## src/rtl/bp_update_gen.sv

```systemverilog
// Commit-side branch-direction update generator: buffers committed conditional
// branches in order and emits them one per cycle under a credit limit.
module bp_update_gen #(
    parameter int NUM_COM     = 2,
    parameter int DEPTH       = 8,
    parameter int CREDITS     = 4,
    parameter int FETCH_ID_W  = 5,
    parameter int FETCH_OFF_W = 3
) (
    input  logic                           clk,
    input  logic                           rst,
    input  logic [NUM_COM-1:0]             IN_comValid,
    input  logic [NUM_COM-1:0]             IN_comIsCondBr,
    input  logic [NUM_COM-1:0]             IN_comTaken,
    input  logic [NUM_COM*FETCH_ID_W-1:0]  IN_comFetchID,
    input  logic [NUM_COM*FETCH_OFF_W-1:0] IN_comFetchOffs,
    output logic                           OUT_stall,
    output logic                           OUT_bpUpdValid,
    output logic [FETCH_ID_W-1:0]          OUT_bpUpdFetchID,
    output logic [FETCH_OFF_W-1:0]         OUT_bpUpdFetchOffs,
    output logic                           OUT_bpUpdTaken,
    input  logic                           IN_predDeq,
    output logic [FETCH_ID_W-1:0]          OUT_comFetchID,
    output logic                           OUT_pendValid,
    output logic [FETCH_ID_W-1:0]          OUT_pendFetchID,
    output logic                           OUT_overflow
);

    localparam int PTR_W = $clog2(DEPTH);
    localparam int CNT_W = PTR_W + 1;
    localparam int CRD_W = $clog2(CREDITS + 1);

    logic [FETCH_ID_W-1:0]  bufID    [DEPTH];
    logic [FETCH_OFF_W-1:0] bufOffs  [DEPTH];
    logic                   bufTaken [DEPTH];

    logic [PTR_W-1:0] rdPtr, wrPtr;
    logic [CNT_W-1:0] count;
    logic [CRD_W-1:0] credits;

    logic [CNT_W-1:0]      nWr;
    logic [CNT_W-1:0]      space;
    logic                  dropped;
    logic [NUM_COM-1:0]    slotWr;
    logic [PTR_W-1:0]      slotIdx [NUM_COM];
    logic                  anyValid;
    logic [FETCH_ID_W-1:0] lastID;
    logic                  pop;

    // Free space is judged from the registered count only, same as the stall.
    always_comb begin
        nWr     = '0;
        dropped = 1'b0;
        slotWr  = '0;
        space   = CNT_W'(DEPTH) - count;
        for (int unsigned i = 0; i < NUM_COM; i++) begin
            slotIdx[i] = wrPtr + PTR_W'(nWr);
            if (IN_comValid[i] && IN_comIsCondBr[i]) begin
                if (nWr < space) begin
                    slotWr[i] = 1'b1;
                    nWr       = nWr + CNT_W'(1);
                end else begin
                    dropped = 1'b1;
                end
            end
        end
    end

    always_comb begin
        anyValid = 1'b0;
        lastID   = '0;
        for (int unsigned i = 0; i < NUM_COM; i++) begin
            if (IN_comValid[i]) begin
                anyValid = 1'b1;
                lastID   = IN_comFetchID[i*FETCH_ID_W +: FETCH_ID_W];
            end
        end
    end

    assign pop             = (count != '0) && (credits != '0);
    assign OUT_stall       = (CNT_W'(DEPTH) - count) < CNT_W'(NUM_COM);
    assign OUT_pendValid   = OUT_bpUpdValid || (count != '0);
    assign OUT_pendFetchID = OUT_bpUpdValid ? OUT_bpUpdFetchID : bufID[rdPtr];

    always_ff @(posedge clk) begin
        if (!rst) begin
            rdPtr          <= '0;
            wrPtr          <= '0;
            count          <= '0;
            credits        <= CRD_W'(CREDITS);
            OUT_bpUpdValid <= 1'b0;
            OUT_comFetchID <= '0;
            OUT_overflow   <= 1'b0;
        end else begin
            for (int unsigned i = 0; i < NUM_COM; i++) begin
                if (slotWr[i]) begin
                    bufID[slotIdx[i]]    <= IN_comFetchID[i*FETCH_ID_W +: FETCH_ID_W];
                    bufOffs[slotIdx[i]]  <= IN_comFetchOffs[i*FETCH_OFF_W +: FETCH_OFF_W];
                    bufTaken[slotIdx[i]] <= IN_comTaken[i];
                end
            end
            wrPtr          <= wrPtr + PTR_W'(nWr);
            count          <= count + nWr - CNT_W'(pop);
            OUT_bpUpdValid <= pop;
            if (pop) begin
                OUT_bpUpdFetchID   <= bufID[rdPtr];
                OUT_bpUpdFetchOffs <= bufOffs[rdPtr];
                OUT_bpUpdTaken     <= bufTaken[rdPtr];
                rdPtr              <= rdPtr + PTR_W'(1);
            end
            // A returned credit and a pop in the same cycle cancel out.
            case ({IN_predDeq, pop})
                2'b10: if (credits != CRD_W'(CREDITS)) credits <= credits + CRD_W'(1);
                2'b01: credits <= credits - CRD_W'(1);
                default: ;
            endcase
            if (anyValid) OUT_comFetchID <= lastID;
            if (dropped)  OUT_overflow   <= 1'b1;
        end
    end

    always_ff @(posedge clk) begin
        if (rst) begin
            assert (!dropped)
                else $warning("bp_update_gen: commit enqueue dropped, buffer full");
            assert (!(IN_predDeq && !pop && credits == CRD_W'(CREDITS)))
                else $warning("bp_update_gen: credit return beyond predictor FIFO depth");
        end
    end

endmodule

```

## config.mk

```make
export PLATFORM = sky130hd
export DESIGN_NAME = bp_update_gen
export DESIGN_NICKNAME = d
export VERILOG_FILES = /design/src/rtl/bp_update_gen.sv
export SDC_FILE = /design/constraint.sdc
export NUM_CORES = 1
export LEC_CHECK = 0
export CORE_MARGIN = 5
export CORE_UTILIZATION = 45
export CTS_CLUSTER_DIAMETER = 200
export CTS_CLUSTER_SIZE = 24
export DETAILED_ROUTE_END_ITERATION = 8
export PLACE_DENSITY = 0.69
export SLEW_MARGIN = 20
export SYNTH_ARGS = -nofsm -noshare
export SYNTH_HDL_FRONTEND = slang
export SYNTH_SLANG_ARGS = --single-unit
```

## constraint.sdc

```tcl
create_clock -name clk -period 4.85 [get_ports clk]
set_clock_uncertainty 0.2 [all_clocks]
set_input_delay 1.2125 -clock clk [delete_from_list [all_inputs] [get_ports clk]]
set_output_delay 1.2125 -clock clk [all_outputs]
set_load 0.02 [all_outputs]
```

==> results.yml <==
grt:
  track_usage: 0.178
  antenna_found_initial: 0
  grt_pass1_wl_um: 19500
  grt_start_max_net_pins: 17
  grt_pass1_vias: 3514
  grt_most_used_layer: "met2"
  grt_use_met1: 0.230
  grt_use_met2: 0.296
  grt_overflow: 0
  use_met3: 0.0449
floorplanning:
  core_area_sq_um: 12000
  initial_core_util: 0.460
  rows: 40
  die-area_sq_um: 14600
  die_w_um: 121
  die_h_um: 121
  io_pins: 48
worst_setup_path:
  worst-setup-path-type: "flip-flop to primary output"
  required_ns: 3.44
  worst-path-buf-inv: 2
  cp-start-kind: "flip-flop"
  cp-end-kind: "primary output"
  cp_max_fo: 10
  crit_chain: "buf_4 -> mux4_2 -> mux2_2 -> mux2_2 -> clkdlybuf4s50_1"
  crit_slowest_cell: "mux4_2"
  cp_common_cell: "mux2_2"
  slowest_delay_ns: 0.55
  worstPathArrival_ns: 2.56
  path_delay_family: "multiplexers"
power:
  total_power_mw: 3.11
  leakage_nw: 2.31
  pwr_density_cell_nw_per_um2: 476
  peakVddDrop_mv: 0.329
detailed_routing:
  via_per_inst: 5.71
  post-route-drc-count: 0
  routedWlPerCell_um: 21.5
  dr.pass1.iters: 6
  ant_nets: 0
  num_vias: 3273
  drt_iter0_markers: 181
  wirelength_um: 12300
clocking:
  clkTransAtPathRegs_ns: 0.07
  clock_latency_ns: 0.35
  clockBufferDepth: 2
  clock-sinks: 104
  cts_tree: "yes"
  cts_buffers: 9
  cts_setup_buffers: 0
  cts_resized: 0
  hold_buffers: 0
  cts.htree.levels: 3
  cts_root_buf: "clkbuf_16"
synth:
  yosys-top-cells-count: "edfxtp_1, mux2_1, dfxtp_1, mux4_2"
  synth-xor-area-share: 0.0174
  synth-simple-area-share: 0.0865
  synth-edff-count: 81
  yosysSeqAreaShare: 0.523
  syn_area_sq_um: 5530
  ys_warn_count: 0
  async_reset_ff_frac: 0
  syn_inst: 370
  synth_compound_gate_area_share: 0.0435
  synth_top_family_by_area: "multiplexers"
  synth_area_per_cell_sq_um: 14.9
  yosysTopAreaCellShare: 0.440
  syn_nets: 411
  synth_most_common_cell: "edfxtp_1"
  synthAdderAreaFrac: 0.0403
  muxShareOfSynthArea: 0.266
  yosys-top-cells-area: "edfxtp_1, mux2_1, dfxtp_1, mux4_2, ha_1"
  yosys.area.top_type: "edfxtp_1"
  ys_seq_elements: 104
  synthDistinctLibCells: 51
  ys.flop_type: "edfxtp_1"
status:
  status: "completed"
finish:
  antennaDiodeCount: 0
  nets: 463
  layout.cells.non_filler: 573
  finish.utilization: 0.544
  design_area_sq_um: 6530
  layout-drive-gt1-share: 0.204
  synthToLayoutAreaGrowth_pct: 18.1
timing:
  whs_ns: 0.303
  clock.fmax_mhz: 252
  fin_crit_sh: 0.819
  setup_tns_ns: 0
  tightest_slew_ns: 1.11
  finalHoldViolations: 0
  timing.final.max_slew_violations: 0
  fin_crit_ns: 3.97
  rsz0062_at_grt: "no"
  slew_headroom: 0.260
  finalWorstSetupSlack_ns: 0.878
  setup_viol: 0
hold_path:
  hold_path.class: "flip-flop to flip-flop"
placed_design:
  dp.cells: 558
  place_ws_ns: 0.534
  hpwlAfterDp_um: 8020
  post_dp_cell_area_sq_um: 6270
  port_buffers: 47
  globalplace.congestion: 0.796
flow_run:
  maxCapViolCount: 0
-- routing by layer --
metal  part of all wire  up-vias
li1                   -     1518
met1               0.43     1659
met2               0.50       78
met3              0.043       18
met4              0.021        0
met5                  0        -
-- cell type report --
| class | instances | area (sq um) |
|---|---|---|
| Sequential cell | 104 | 2890 |
| Inverter | 15 | 56.3 |
| Multi-Input combinational cell | 236 | 2590 |
| Timing Repair Buffer | 56 | 538 |
| Tap cell | 147 | 184 |
| Clock inverter | 5 | 35.0 |
| Fill cell | 1005 | 5480 |
| Clock buffer | 10 | 229 |
-- sequential cells by signal (all words and copies together), names as in the netlist, 3 cells and up, named ones only --
| signal | flops |
|---|---|
| OUT_comFetchID | 5 |
| credits | 3 |
| bufOffs | 24 |
| wrPtr | 3 |
| bufID | 40 |
| OUT_bpUpdFetchOffs | 3 |
| OUT_bpUpdFetchID | 5 |
| count | 4 |
| rdPtr | 3 |
| bufTaken | 8 |
-- power by group --
group	internal (mW)	switching [mW]	leakage, nW
logic	0.599	0.605	1.26
registers	1.11	0.133	0.925
clock network	0.346	0.319	0.128
total	2.05	1.06	2.31
-- cell usage in the layout, fill, tap and decap left out, types with 2 or more instances in the layout --
cell type	count
a21o_1	2
a21oi_1	5
and2_1	17
buf_4	9
clkbuf_16	9
clkdlybuf4s50_1	47
clkinv_2	2
clkinv_4	2
dfxtp_1	23
edfxtp_1	81
fa_1	3
ha_1	13
inv_1	15
mux2_1	63
mux2_2	14
mux2_4	9
mux2i_1	6
mux4_2	18
nand2_1	17
nand3_4	8
nor2_1	7
nor2b_1	6
nor3b_2	2
o21ai_0	7
o21ai_1	2
o31a_1	3
o41ai_2	2
o41ai_4	4
xnor2_1	3
xor2_1	3
-- worst reg2reg max path: cells and delay by family, from the launching register on --
family	cells	cell delay, ns
mux	1	0.40
compound gates	2	0.50
fa+ha+maj	3	0.66
simple gates	4	0.97
flops	1	0.37
buf+inv	2	0.17
-- cells by family after synthesis --
family,count (synthesis)
muxes,110
DFF,104
and+or+nand+nor,68
AOI/OAI and AO/OA,34
buffers and inverters,30
adders and majority gates,16
xor gates and xnor gates,8
-- worst paths after layout --
path	startpoint	depth (start not counted)	slack [ns]	to
worst min-delay path	OUT_overflow	2	0.30	OUT_overflow
worst max register to register	count[0]	12	1.31	bufID[5][2]
worst max-delay path	flip-flop	5	0.88	OUT_pendFetchID[2]
worst min register to register	OUT_overflow	2	0.30	OUT_overflow
(Power assumes the default switching activity.)
